File: src/rtl/bin_to_bcd_seq_pkg.sv
// Shared constants and state encoding for the sequential binary-to-BCD converter.
package bin_to_bcd_seq_pkg;

  localparam int BIN_W   = 20;
  localparam int DIGITS  = 6;
  localparam int MAX_DEC = 10**DIGITS - 1;

  typedef enum logic [1:0] {
    ST_IDLE  = 2'd0,
    ST_SHIFT = 2'd1,
    ST_DONE  = 2'd2
  } state_e;

endpackage

File: src/rtl/bin_to_bcd_seq_digit_adj.sv
// One double-dabble correction cell: a BCD digit >= 5 gets 3 added so the
// following left shift carries correctly into the next decimal digit.
module bcd_digit_adj (
  input  logic [3:0] d,
  output logic [3:0] q
);

  // Add-3 correction, purely combinational
  always_comb begin
    q = d;
    if (d >= 4'd5) q = d + 4'd3;
  end

endmodule

File: src/rtl/bin_to_bcd_seq.sv
// Sequential double-dabble converter: one input bit per clock, saturating at
// the largest value the display can show, with an overflow flag.
module bin_to_bcd_seq
  import bin_to_bcd_seq_pkg::*;
#(
  parameter int BIN_W  = bin_to_bcd_seq_pkg::BIN_W,
  parameter int DIGITS = bin_to_bcd_seq_pkg::DIGITS
) (
  input  logic                  sys_clk,
  input  logic                  rst_n,
  input  logic                  bin_valid,
  input  logic [BIN_W-1:0]      bin_data,
  output logic                  bin_ready,
  output logic                  bcd_valid,
  output logic [4*DIGITS-1:0]   bcd_data,
  output logic                  bcd_ovf
);

  localparam int               ACC_W     = 4*DIGITS;
  localparam int               CNT_W     = $clog2(BIN_W);
  localparam logic [BIN_W-1:0] MAX_DEC_W = BIN_W'(10**DIGITS - 1);
  localparam logic [CNT_W-1:0] LAST_CNT  = CNT_W'(BIN_W - 1);

  state_e             state_q, state_d;
  logic [CNT_W-1:0]   cnt_q, cnt_d;
  logic [BIN_W-1:0]   sh_q, sh_d;
  logic [ACC_W-1:0]   acc_q, acc_d;
  logic [ACC_W-1:0]   acc_adj;
  logic               ovf_r_q, ovf_r_d;
  logic               ready_q, ready_d;
  logic               bcd_valid_q, bcd_valid_d;
  logic [ACC_W-1:0]   bcd_data_q, bcd_data_d;
  logic               bcd_ovf_q, bcd_ovf_d;
  logic               over;

  // Saturation keeps the top digit <= 9, so the accumulator never carries out
  assign over = (bin_data > MAX_DEC_W);

  for (genvar g = 0; g < DIGITS; g++) begin : g_adj
    bcd_digit_adj u_adj (
      .d (acc_q[4*g +: 4]),
      .q (acc_adj[4*g +: 4])
    );
  end

  // Next-state logic for the IDLE -> SHIFT x BIN_W -> DONE sequence
  always_comb begin
    state_d     = state_q;
    cnt_d       = cnt_q;
    sh_d        = sh_q;
    acc_d       = acc_q;
    ovf_r_d     = ovf_r_q;
    ready_d     = ready_q;
    bcd_valid_d = 1'b0;
    bcd_data_d  = bcd_data_q;
    bcd_ovf_d   = bcd_ovf_q;
    case (state_q)
      ST_IDLE: begin
        if (bin_valid) begin
          sh_d    = over ? MAX_DEC_W : bin_data;
          ovf_r_d = over;
          acc_d   = '0;
          cnt_d   = '0;
          ready_d = 1'b0;
          state_d = ST_SHIFT;
        end
      end
      ST_SHIFT: begin
        {acc_d, sh_d} = {acc_adj, sh_q} << 1;
        cnt_d         = cnt_q + CNT_W'(1);
        if (cnt_q == LAST_CNT) state_d = ST_DONE;
      end
      ST_DONE: begin
        // Outputs only ever change here, so no partial result is visible
        bcd_data_d  = acc_q;
        bcd_ovf_d   = ovf_r_q;
        bcd_valid_d = 1'b1;
        ready_d     = 1'b1;
        state_d     = ST_IDLE;
      end
      default: begin
        ready_d = 1'b1;
        state_d = ST_IDLE;
      end
    endcase
  end

  // State and registered outputs; reset aborts any conversion in flight
  always_ff @(posedge sys_clk or negedge rst_n) begin
    if (!rst_n) begin
      state_q     <= ST_IDLE;
      cnt_q       <= '0;
      sh_q        <= '0;
      acc_q       <= '0;
      ovf_r_q     <= 1'b0;
      ready_q     <= 1'b1;
      bcd_valid_q <= 1'b0;
      bcd_data_q  <= '0;
      bcd_ovf_q   <= 1'b0;
    end else begin
      state_q     <= state_d;
      cnt_q       <= cnt_d;
      sh_q        <= sh_d;
      acc_q       <= acc_d;
      ovf_r_q     <= ovf_r_d;
      ready_q     <= ready_d;
      bcd_valid_q <= bcd_valid_d;
      bcd_data_q  <= bcd_data_d;
      bcd_ovf_q   <= bcd_ovf_d;
    end
  end

  assign bin_ready = ready_q;
  assign bcd_valid = bcd_valid_q;
  assign bcd_data  = bcd_data_q;
  assign bcd_ovf   = bcd_ovf_q;

endmodule

File: config.mk
export PLATFORM = sky130hd
export DESIGN_NAME = bin_to_bcd_seq
export DESIGN_NICKNAME = d
export VERILOG_FILES = /design/src/rtl/bin_to_bcd_seq_pkg.sv /design/src/rtl/bin_to_bcd_seq_digit_adj.sv /design/src/rtl/bin_to_bcd_seq.sv
export SDC_FILE = /design/constraint.sdc
export NUM_CORES = 1
export LEC_CHECK = 0
export BUFFER_PORTS_ARGS = -buffer_cell sky130_fd_sc_hd__buf_4
export CORE_ASPECT_RATIO = 1.75
export CORE_MARGIN = 1
export CORE_UTILIZATION = 42
export DETAILED_ROUTE_END_ITERATION = 8
export SYNTH_ARGS = -nofsm -noshare
export SYNTH_HDL_FRONTEND = slang
export SYNTH_SLANG_ARGS = --single-unit
File: constraint.sdc
create_clock -name sys_clk -period 3.9 [get_ports sys_clk]
set_clock_uncertainty 0.2 [all_clocks]
set_input_delay 0.39 -clock sys_clk [delete_from_list [all_inputs] [get_ports sys_clk]]
set_output_delay 0.39 -clock sys_clk [all_outputs]
set_load 0.02 [all_outputs]
==> results_tabular.tex <==
\begin{tabular}{lr}
\hline
Metric & Value \\
\hline
\multicolumn{2}{l}{\textbf{Yosys}} \\
\quad Mean post-synth cell area & between 10 and 15 sq um \\
\quad Syn Inst Count & around 370 \\
\quad Fraction of post-synthesis cell area in the top cell type by area & 52.2\% \\
\quad Number of different library cells in the post-synthesis netlist & 35 \\
\quad Largest area contributor in the netlist & sky130\_fd\_sc\_hd\_\_dfrtp\_1 \\
\quad Sequential area share after synthesis & between 50\% and 60\% \\
\quad Post-synthesis register bit count & 79 \\
\quad Leading register cell type out of synthesis & sky130\_fd\_sc\_hd\_\_dfrtp\_1 \\
\quad Count of yosys warnings during synthesis & 0 \\
\quad Ranking of synthesized cells by area & sky130\_fd\_sc\_hd\_\_dfrtp\_1 (52\%), sky130\_fd\_sc\_hd\_\_mux2\_2 (5.4\%), sky130\_fd\_sc\_hd\_\_o21ai\_0 (5.3\%) \\
\quad Async set-reset flop share out of synthesis & 100\% \\
\quad Synthesized Nets & around 410 \\
\quad Cell Area, Synth & about 3700 sq um \\
\quad Number of synthesized flops with an enable pin & 0 \\
\multicolumn{2}{l}{\textbf{Power and ir drop}} \\
\quad Part of the power in combinational logic & between 30\% and 40\% \\
\quad P\_int & 2370 uW \\
\quad Sequential fraction of design power & 38.8\% \\
\quad Leakage & 0.00201 uW \\
\quad Clk pwr share & 24.3\% \\
\quad Net switching share of the total power & approximately 36\% \\
\quad Largest vdd supply drop & a little over 0.4 mV \\
\quad Sw power & 1340 uW \\
\quad Power Dens Cells & 823 nW/um\^{}2 \\
\multicolumn{2}{l}{\textbf{Setup path}} \\
\quad Critical path capture point type & flip-flop \\
\quad Largest driver fanout on the critical path & 63 \\
\quad Series of cell instances along the critical path & nand2b\_2, nand2\_2, o31ai\_1, a32o\_1 \\
\quad Data required time at the worst endpoint & 3920 ps \\
\quad Critical path's slowest cell & sky130\_fd\_sc\_hd\_\_nand2b\_2 \\
\quad Critical path startpoint category & flip-flop \\
\quad Type of the setup path with the least slack & flip-flop to flip-flop \\
\quad CP peak stage delay & around 760 ps \\
\quad Worst endpoint data arrival time & 2280 ps \\
\multicolumn{2}{l}{\textbf{CTS}} \\
\quad H-Tree Level Count & 3 \\
\quad Clock input transition at the sequential cells of the worst setup and hold paths & 60 ps \\
\quad CTS tree & done \\
\quad Number of buffers added for setup after CTS & 0 \\
\quad Root buffer cell & sky130\_fd\_sc\_hd\_\_clkbuf\_16 \\
\quad Clock net sink count & 79 \\
\quad Largest buffer count on any clock path & 2 \\
\quad Clock buffers created by TritonCTS & 9 \\
\quad Cells resized by post-CTS repair & 0 \\
\quad Number of hold-repair buffers added at the cts stage & 0 \\
\quad Later-pin clock latency in the skew report & about 330 ps \\
\multicolumn{2}{l}{\textbf{Route}} \\
\quad Detail-routed via count per cell & 5.27 \\
\quad Count of TritonRoute iterations in the first routing pass & 4 \\
\quad Via count & between 2000 and 3000 \\
\quad DRC violation count after routing & 0 \\
\quad Post-detailed-route count of antenna-violating nets & 0 \\
\quad Routed wirelength normalized by instance count & 14.3 microns \\
\quad Wire length reported by the detailed router & 7640 microns \\
\quad Iteration-0 DRC Markers & 122 \\
\multicolumn{2}{l}{\textbf{Final layout}} \\
\quad Antenna cell count & 0 \\
\quad Area growth from synthesis to final layout & 20.4\% \\
\quad Most frequent cells in the layout & sky130\_fd\_sc\_hd\_\_dfrtp\_1 (78), sky130\_fd\_sc\_hd\_\_buf\_4 (53), sky130\_fd\_sc\_hd\_\_nand2\_1 (43) \\
\quad Final-stage net count & 448 \\
\quad Most common cell after layout, fill and taps aside & sky130\_fd\_sc\_hd\_\_dfrtp\_1 \\
\quad Ratio of cells with drive above 1 in the final layout & 22.1\% \\
\multicolumn{2}{l}{\textbf{Timing}} \\
\quad Final critical path time including I/O delays and setup & $\sim$2300 ps \\
\quad Final setup vio count & 0 \\
\quad Accumulated negative setup slack & 0 ps \\
\quad Max transition margin & 23.5\% \\
\quad Maximum clock rate & roughly 440 MHz \\
\quad Share of the clock period used by the worst path after layout & 58.0\% \\
\quad Number of hold-slack violations in the final timing report & 0 \\
\quad Worst hold slack after final layout & 12.7 ps \\
\quad Worst slew pin tran & approximately 1100 ps \\
\quad Setup repair after global routing missed its margin & no \\
\quad Number of max-slew violations in the final report & 0 \\
\multicolumn{2}{l}{\textbf{Floorplan}} \\
\quad Total die area & about 9300 sq um \\
\quad Std-Cell Rows & 45 \\
\quad CORE AREA & roughly 8700 sq um \\
\quad Chip width & 73.4 microns \\
\quad Die Ht & between 100 and 150 microns \\
\quad Count of pins on the block boundary & 50 \\
\quad Initial Util & 43.2\% \\
\multicolumn{2}{l}{\textbf{Placement}} \\
\quad Number of buffers inserted by port buffering & 49 \\
\quad RePlAce Congestion & $\sim$0.75 \\
\quad Detail Placement HPWL & 5110 microns \\
\multicolumn{2}{l}{\textbf{Job}} \\
\quad Max-cap viol count & 0 \\
\multicolumn{2}{l}{\textbf{Run status}} \\
\quad Result of the run & finished, final reports clean \\
\multicolumn{2}{l}{\textbf{Global routing}} \\
\quad Global-route wire length before repair & 13300 microns \\
\quad Largest net degree at the start of global routing & 80 \\
\quad Global router's overall resource usage & 18.5\% \\
\quad Leftover overflow at the end of global routing & 0 \\
\quad Vias in the first global route & 2849 \\
\quad Number of antenna violations at the first check in global routing & 0 \\
\multicolumn{2}{l}{\textbf{Min path}} \\
\quad Hold crit path type & primary input to asynchronous set/reset pin \\
\hline
\end{tabular}
[logic make-up (layout without fill, tap and decap cells)]
logic type | after synthesis | in the layout | synth area share (%)
buf+inv | 37 | 83 | 4.35
simple gates | 108 | 108 | 13.3
xor+xnor | 11 | 11 | 2.57
compound gates | 104 | 104 | 16.9
mux | 19 | 19 | 5.68
fa+ha+maj | 13 | 13 | 4.35
flops | 79 | 79 | 52.9
[stage by stage]
step | instances | utilization [%] | total power (uW) | setup slack [ps] | cell area, sq um
2_1_floorplan | 371 | - | 2390 | 2180 | 3740
3_3_place_gp | 518 | 48.2 | 2790 | 1720 | 4180
3_5_place_dp | 518 | 48.2 | 2840 | 1670 | 4180
4_1_cts | 534 | 52.0 | 3760 | 1650 | 4510
5_1_grt | 534 | 52.0 | 4000 | 1470 | 4510
6_report | 534 | 52.0 | 3710 | 1640 | 4510
[power by group through the flow]
| stage | registers (uW) | clock network, uW | logic, uW |
|---|---|---|---|
| final | 1440 | 900 | 1370 |
| after global routing | 1490 | 963 | 1540 |
| after CTS | 1440 | 926 | 1390 |
| after detailed placement | 1450 | 0 | 1390 |
| after global placement | 1440 | 0 | 1350 |
| after floorplan | 1520 | 0 | 869 |
[state kept, by name, indices dropped and copies added, names as in the netlist]
signal and flops:
acc_q 24, bcd_data 24, bcd_ovf 1, bcd_valid 1
bin_ready 1, cnt_q 5, ovf_r_q 1, sh_q 20
state_q 2
[path summary, 6_finish.rpt]
check | slack [ps] | from | to | cells past startpoint
max in group asynchronous | 2850 | rst_n | sh_q[5] | 1
min reg2reg | 280 | bcd_data[8] | bcd_data[8] | 2
max reg2reg | 1640 | state_q[1] | acc_q[7] | 4
min | 10 | rst_n | acc_q[6] | 1
min in group sys_clk | 120 | bin_data[10] | sh_q[10] | 3
max | 1640 | state_q[1] | acc_q[7] | 4
[worst max-delay path: cells and delay by family, from the launching register on]
kind / cells / cell delay [ps]
simple gates: 2 / 1150
flops: 1 / 440
compound gates: 2 / 360
[per-layer routing]
layer | routed length, microns | global-route usage [%] | vias to the layer above | share of wire [%]
met5 | 0 | 0 | - | 0
met4 | 142 | 7.92 | 0 | 1.9
met3 | 234 | 4.29 | 8 | 3.1
met2 | 4040 | 31.9 | 55 | 53
met1 | 3220 | 21.6 | 1352 | 42
li1 | - | - | 1401 | -
[final cells by class]
type                    count  area, sq um
flip-flops and latches     79         1980
inverters                  14         52.6
well taps                 117          146
clock inverters             5         81.3
repair buffers             53          398
fillers                   876         4170
multi-input cells         255         1610
clock buffers              11          243
[cell usage after synthesis (2+ instances only)]
master                     instances
sky130_fd_sc_hd__o31ai_1          14
sky130_fd_sc_hd__a32o_1            6
sky130_fd_sc_hd__nand2b_1          8
sky130_fd_sc_hd__a21oi_1          28
sky130_fd_sc_hd__nand4_1           3
sky130_fd_sc_hd__buf_2            13
sky130_fd_sc_hd__nand3_1          27
sky130_fd_sc_hd__nor2_1           19
sky130_fd_sc_hd__buf_4             2
sky130_fd_sc_hd__inv_1            14
sky130_fd_sc_hd__buf_1             3
sky130_fd_sc_hd__ha_1             13
sky130_fd_sc_hd__mux2_2           18
sky130_fd_sc_hd__nor4_1            2
sky130_fd_sc_hd__nand2_1          43
sky130_fd_sc_hd__a32oi_1           6
sky130_fd_sc_hd__clkbuf_1          5
sky130_fd_sc_hd__a31oi_1           5
sky130_fd_sc_hd__xor2_1            5
sky130_fd_sc_hd__o21ai_0          40
sky130_fd_sc_hd__xnor2_1           6
sky130_fd_sc_hd__dfrtp_1          78
Note: power is estimated with default switching activity, not from simulation.
